File: src/rtl/char_pkg.sv
// Shared types and constants for the per-player character controller.
// Pure declarations: no logic, no latency, no flow control.
package char_pkg;

  typedef enum logic [1:0] {
    IDLE   = 2'd0,
    ALIVE  = 2'd1,
    INVULN = 2'd2,
    DEAD   = 2'd3
  } char_state_t;

  localparam logic [1:0] CLASS_NONE   = 2'd0;
  localparam logic [1:0] CLASS_MELEE  = 2'd1;
  localparam logic [1:0] CLASS_ARCHER = 2'd2;

  localparam logic [1:0] GAME_MENU = 2'd0;
  localparam logic [1:0] GAME_PLAY = 2'd1;
  localparam logic [1:0] GAME_OVER = 2'd2;

  function automatic logic class_is_valid(input logic [1:0] cls);
    return (cls == CLASS_MELEE) || (cls == CLASS_ARCHER);
  endfunction

  function automatic logic [3:0] aggro_of(input logic [1:0] cls,
                                          input logic [3:0] melee,
                                          input logic [3:0] archer);
    case (cls)
      CLASS_MELEE:  return melee;
      CLASS_ARCHER: return archer;
      default:      return 4'd0;
    endcase
  endfunction

endpackage

File: src/rtl/frame_tick_gen.sv
// Frame tick from vsync rising edge; tick is a registered one-cycle pulse
// one clk after the sampled edge. No backpressure.
module frame_tick_gen (
  input  logic clk,
  input  logic rst,
  input  logic vsync,
  output logic tick
);

  logic vsync_q;

  always_ff @(posedge clk) begin
    if (rst) begin
      vsync_q <= 1'b0;
      tick    <= 1'b0;
    end else begin
      vsync_q <= vsync;
      tick    <= vsync & ~vsync_q;
    end
  end

endmodule

File: src/rtl/char_ctrl.sv
// Character state controller feeding the sprite drawer; all outputs registered,
// inputs act one cycle later. No backpressure: pulses are consumed when seen.
module char_ctrl
  import char_pkg::*;
#(
  parameter int MAX_HEALTH    = 10,
  parameter int INVULN_FRAMES = 60,
  parameter int BLINK_FRAMES  = 8,
  parameter int MELEE_AGGRO   = 8,
  parameter int ARCHER_AGGRO  = 3
) (
  input  logic       clk,
  input  logic       rst,
  input  logic       vsync,
  input  logic [1:0] game_active,
  input  logic [1:0] class_sel,
  input  logic       class_confirm,
  input  logic       hit,
  input  logic [3:0] hit_dmg,
  input  logic       heal,
  input  logic       move_left,
  input  logic       move_right,
  output logic [3:0] current_health,
  output logic [1:0] char_class,
  output logic [3:0] class_aggro,
  output logic       flip_h,
  output logic       blink_hide,
  output logic       died
);

  localparam int BW = (BLINK_FRAMES > 1) ? $clog2(BLINK_FRAMES) : 1;
  localparam logic [3:0]    MAX_H      = 4'(MAX_HEALTH);
  localparam logic [6:0]    INV_LOAD   = 7'(INVULN_FRAMES);
  localparam logic [BW-1:0] BLINK_LAST = BW'(BLINK_FRAMES - 1);
  localparam logic [3:0]    AGG_MELEE  = 4'(MELEE_AGGRO);
  localparam logic [3:0]    AGG_ARCHER = 4'(ARCHER_AGGRO);

  char_state_t   state, state_nxt;
  logic [6:0]    inv_cnt, inv_nxt;
  logic [BW-1:0] blink_cnt, blink_cnt_nxt;
  logic [3:0]    health_nxt, aggro_nxt;
  logic [1:0]    class_nxt;
  logic          flip_nxt, blink_nxt, died_nxt;
  logic          tick;
  logic          hit_ok;
  logic [3:0]    health_inc;
  logic          flip_upd;

  frame_tick_gen u_tick (
    .clk   (clk),
    .rst   (rst),
    .vsync (vsync),
    .tick  (tick)
  );

  assign hit_ok     = hit && (hit_dmg != 4'd0);
  assign health_inc = (current_health >= MAX_H) ? MAX_H : current_health + 4'd1;
  assign flip_upd   = move_left ^ move_right;

  always_ff @(posedge clk) begin
    if (rst) begin
      state          <= IDLE;
      current_health <= 4'd0;
      char_class     <= CLASS_NONE;
      class_aggro    <= 4'd0;
      flip_h         <= 1'b0;
      blink_hide     <= 1'b0;
      died           <= 1'b0;
      inv_cnt        <= 7'd0;
      blink_cnt      <= '0;
    end else begin
      state          <= state_nxt;
      current_health <= health_nxt;
      char_class     <= class_nxt;
      class_aggro    <= aggro_nxt;
      flip_h         <= flip_nxt;
      blink_hide     <= blink_nxt;
      died           <= died_nxt;
      inv_cnt        <= inv_nxt;
      blink_cnt      <= blink_cnt_nxt;
    end
  end

  always_comb begin
    state_nxt     = state;
    health_nxt    = current_health;
    class_nxt     = char_class;
    inv_nxt       = inv_cnt;
    blink_cnt_nxt = blink_cnt;
    blink_nxt     = blink_hide;
    flip_nxt      = flip_h;
    died_nxt      = 1'b0;

    if (game_active == GAME_OVER) begin
      // Frozen: hold everything; died stays a single-cycle pulse.
    end else if (game_active == GAME_MENU && state != IDLE) begin
      state_nxt     = IDLE;
      class_nxt     = CLASS_NONE;
      health_nxt    = 4'd0;
      inv_nxt       = 7'd0;
      blink_cnt_nxt = '0;
    end else begin
      case (state)
        IDLE: begin
          if (class_confirm && class_is_valid(class_sel))
            class_nxt = class_sel;
          if (game_active == GAME_PLAY && char_class != CLASS_NONE) begin
            state_nxt  = ALIVE;
            health_nxt = MAX_H;
          end
        end

        ALIVE: begin
          if (flip_upd)
            flip_nxt = move_left;
          if (hit_ok) begin
            if (current_health <= hit_dmg) begin
              state_nxt  = DEAD;
              health_nxt = 4'd0;
              died_nxt   = 1'b1;
            end else begin
              state_nxt     = INVULN;
              health_nxt    = current_health - hit_dmg;
              inv_nxt       = INV_LOAD;
              blink_cnt_nxt = '0;
              blink_nxt     = 1'b0;
            end
          end else if (heal) begin
            health_nxt = health_inc;
          end
        end

        INVULN: begin
          if (flip_upd)
            flip_nxt = move_left;
          if (heal)
            health_nxt = health_inc;
          if (tick) begin
            if (inv_cnt <= 7'd1) begin
              state_nxt     = ALIVE;
              inv_nxt       = 7'd0;
              blink_cnt_nxt = '0;
            end else begin
              inv_nxt = inv_cnt - 7'd1;
              if (blink_cnt == BLINK_LAST) begin
                blink_cnt_nxt = '0;
                blink_nxt     = ~blink_hide;
              end else begin
                blink_cnt_nxt = blink_cnt + 1'b1;
              end
            end
          end
        end

        DEAD: begin
          health_nxt = 4'd0;
        end

        default: state_nxt = IDLE;
      endcase
    end

    if (state_nxt != INVULN)
      blink_nxt = 1'b0;

    aggro_nxt = (state_nxt == DEAD) ? 4'd0 : aggro_of(class_nxt, AGG_MELEE, AGG_ARCHER);
  end

endmodule
File: config.mk
export PLATFORM = sky130hd
export DESIGN_NAME = char_ctrl
export DESIGN_NICKNAME = d
export VERILOG_FILES = /design/src/rtl/char_pkg.sv /design/src/rtl/frame_tick_gen.sv /design/src/rtl/char_ctrl.sv
export SDC_FILE = /design/constraint.sdc
export NUM_CORES = 1
export LEC_CHECK = 0
export ABC_AREA = 0
export BUFFER_PORTS_ARGS = -buffer_cell sky130_fd_sc_hd__buf_2
export CAP_MARGIN = 40
export CORE_UTILIZATION = 50
export CTS_CLUSTER_DIAMETER = 30
export DETAILED_ROUTE_END_ITERATION = 10
export GPL_TIMING_DRIVEN = 0
export HOLD_SLACK_MARGIN = 0.1
export MAX_ROUTING_LAYER = met4
export PLACE_DENSITY = 0.72
export SLEW_MARGIN = 5
export SYNTH_ARGS = -nofsm -noshare
export SYNTH_HDL_FRONTEND = slang
export SYNTH_SLANG_ARGS = --single-unit
File: constraint.sdc
create_clock -name clk -period 4.7 [get_ports clk]
set_clock_uncertainty 0.2 [all_clocks]
set_input_delay 0.47 -clock clk [delete_from_list [all_inputs] [get_ports clk]]
set_output_delay 0.47 -clock clk [all_outputs]
set_load 0.05 [all_outputs]
==> flow_summary.toml <==
[clock_tree]
insertion_delay_ns = 0.28
post_cts_resized = 0
cts_num_sinks = 25
cts_made_buffers = 3
cts_max_level = 1
clk_pin_slew_ns = 0.09
ctsRootBufferMaster = "sky130_fd_sc_hd__clkbuf_8"
post-cts-setup-buffers = 0
tritoncts_clock_tree = "done"
cts.path.max_buffers = 2
cts.hold.buffers_added = 0

[setup_path]
crit_fanout = 6
setup.worst_path.class = "flip-flop to flip-flop"
cp-start-kind = "flip-flop"
worst-endpoint-required_ns = 4.67
setup.worst_path.end_class = "flip-flop"
critical_path_data_arrival_time_ns = 3.00

[yosys]
ys_ff_latch = 25
synth_top_cells_by_count = "sky130_fd_sc_hd__dfxtp_1, sky130_fd_sc_hd__a21oi_1, sky130_fd_sc_hd__o21ai_0"
synthDominantAreaCellType = "sky130_fd_sc_hd__dfxtp_1"
synthArstFlopShare = 0
syn-num-nets = 259
post_synth_inst_count = 228
synth-main-ff-cell = "sky130_fd_sc_hd__dfxtp_1"
post_synth_num_cell_types = 58
most_common_cell_in_the_synthesized_netlist = "sky130_fd_sc_hd__dfxtp_1"
number_of_warnings_issued_by_yosys = 0
synth_seq_area_share = 0.268
synth.avg_cell_area_sq_um = 8.18
post_synthesis_instance_area_sq_um = 1870
yosys-top-cells-area = "sky130_fd_sc_hd__dfxtp_1, sky130_fd_sc_hd__ha_1, sky130_fd_sc_hd__a21oi_1"
synth-edff-count = 0
synthDominantCellAreaShare = 0.268

[routing]
finalWirelength_um = 4630
drcViolationCount = 0
drt_pre_antenna_iters = 4
detailroute.via_count = 1843
routedWlPerCell_um = 15.2
initialDrtViolationCount = 148
drt-vias-per-instance = 6.04
drtAntennaViolNets = 0

[grt]
use_met3 = 0.0453
antenna_found_initial = 0
busiest_layer_in_global_routing = "met2"
global_route.usage.met1 = 0.374
grt_pass1_vias = 1667
grt_pass1_wl_um = 8030
globalRouteTotalUtil = 0.262
grt_overflow = 0
grtUsageMet2 = 0.379
largest_net_degree_at_the_start_of_global_routing = 16

[layout]
synthToLayoutAreaGrowth_pct = 12.9
insertedDiodeCount = 0
post_route_cells_drive_above_1_share = 0.193
final_core_util = 0.612
layout.nets = 291
num-fill-cells = 335

[power]
irDropWorstVdd_mv = 0.188
p_total_uw = 513
cellPowerDensity_nw_per_um2 = 244
leakage_uw = 0.000840

[worst_hold_path]
min-delay-path-class = "primary input to flip-flop"

[timing]
min_period_over_period = 0.645
tightestPinTransition_ns = 0.649
finalWorstPathRequiredPeriod_ns = 3.03
slew_violations = 0
fmax_mhz = 330
tns_ns = 0
rsz0062_at_grt = "false"
hold_viol_final = 0
timing.max_slew.rel_slack = 0.562
total_setup_violations_reported_at_the_end_of_the_flow = 0

[placement]
final_replace_weighted_congestion = 0.947
dp_hpwl_um = 3460
buffer_ports.inserted = 27

[floorplanning]
die_area_sq_um = 3980
floorplan.initialDensity = 0.542
die_x_um = 63.1
core-area_sq_um = 3440
io_pins = 29
placementRows = 21
die_height_um = 63.1

[flow_run]
maxCapViolCount = 0

[outcome]
status = "finished, final reports clean"
-- cells by family (layout without fill, tap and decap cells) --
family / count (synthesis) / in the layout / share of synthesized area
flops: 25 / 25 / 0.268
fa+ha+maj: 15 / 15 / 0.105
xor+xnor: 4 / 4 / 0.0188
simple gates: 75 / 75 / 0.233
compound gates: 84 / 84 / 0.319
other cells: 1 / 1 / 0.00201
buf+inv: 24 / 55 / 0.0537
-- power by group --
part           total, uW  internal [uW]  switching, uW
combinational        148           56.1           92.2
sequential           231            220           10.7
clock                134           60.3           73.9
total                513            336            177
-- area by class of cell --
cell class                      count  area (sq um)  area share
Timing Repair Buffer               27           135      0.0641
Tap cell                           46          57.6      0.0273
Clock inverter                      1          7.51     0.00356
Clock buffer                        3          41.3      0.0196
Sequential cell                    25           500       0.238
Multi-Input combinational cell    179          1260       0.600
Buffer                             10          47.5      0.0226
Inverter                           14          52.6      0.0249
-- layout by cell type (no fill, tap or decap), types with 2 or more instances in the layout --
master,instances
sky130_fd_sc_hd__o221a_2,2
sky130_fd_sc_hd__a211oi_1,4
sky130_fd_sc_hd__ha_1,14
sky130_fd_sc_hd__clkbuf_1,5
sky130_fd_sc_hd__and3_1,2
sky130_fd_sc_hd__nor2b_1,6
sky130_fd_sc_hd__buf_4,2
sky130_fd_sc_hd__o221ai_1,2
sky130_fd_sc_hd__nand2_1,10
sky130_fd_sc_hd__nand4_1,7
sky130_fd_sc_hd__inv_1,14
sky130_fd_sc_hd__a31oi_1,4
sky130_fd_sc_hd__or4_1,3
sky130_fd_sc_hd__nand2b_1,5
sky130_fd_sc_hd__nor4_1,3
sky130_fd_sc_hd__a2111oi_2,2
sky130_fd_sc_hd__nand3_1,6
sky130_fd_sc_hd__o211ai_1,2
sky130_fd_sc_hd__a22o_1,4
sky130_fd_sc_hd__buf_2,29
sky130_fd_sc_hd__a211o_1,2
sky130_fd_sc_hd__a22oi_1,3
sky130_fd_sc_hd__dfxtp_1,25
sky130_fd_sc_hd__or3_1,4
sky130_fd_sc_hd__o21ai_0,18
sky130_fd_sc_hd__nor3_1,8
sky130_fd_sc_hd__clkbuf_8,3
sky130_fd_sc_hd__o41ai_1,2
sky130_fd_sc_hd__a21oi_1,22
sky130_fd_sc_hd__xnor2_1,3
sky130_fd_sc_hd__a21o_1,3
sky130_fd_sc_hd__nor2_1,12
-- critical path, stage by stage (launching register included) --
cell	delay, ns
sky130_fd_sc_hd__dfxtp_1	0.45
sky130_fd_sc_hd__inv_1	0.12
sky130_fd_sc_hd__ha_1	0.20
sky130_fd_sc_hd__inv_1	0.06
sky130_fd_sc_hd__fa_1	0.24
sky130_fd_sc_hd__a211oi_1	0.12
sky130_fd_sc_hd__o41ai_1	0.67
sky130_fd_sc_hd__nor3b_2	0.30
sky130_fd_sc_hd__o22ai_2	0.14
sky130_fd_sc_hd__a2111oi_2	0.41
-- final timing paths --
path / from / endpoint / slack, ns / cells after the start
setup / recovery: current_health[0] / class_aggro[1] / 1.67 / 9
hold / removal: rst / u_tick.vsync_q / 0.18 / 2
setup reg to reg: current_health[0] / class_aggro[1] / 1.67 / 9
hold reg to reg: u_tick.vsync_q / u_tick.tick / 0.19 / 1
-- metal layers --
metal  up-vias  routed length (um)
met5         -                   0
li1        929                   -
met2        55                1960
met4         0                  36
met3         5                 287
met1       854                2350
-- registers in the layout (all words and copies together) (netlist names) --
signal,count
char_class,2
blink_cnt,3
u_tick.tick,1
died,1
inv_cnt,7
flip_h,1
blink_hide,1
state,2
u_tick.vsync_q,1
current_health,4
class_aggro,2
-- through the flow --
| step | cells | hold slack (ns) | area (sq um) | setup slack, ns |
|---|---|---|---|---|
| 2_1_floorplan | 228 | 0.167 | 1870 | 1.84 |
| 3_3_place_gp | 301 | 0.173 | 2060 | 1.78 |
| 3_5_place_dp | 301 | 0.180 | 2060 | 1.70 |
| 4_1_cts | 305 | 0.180 | 2110 | 1.70 |
| 5_1_grt | 305 | 0.184 | 2110 | 1.45 |
| 6_report | 305 | 0.180 | 2110 | 1.67 |
Note: power is estimated with default switching activity, not from simulation.
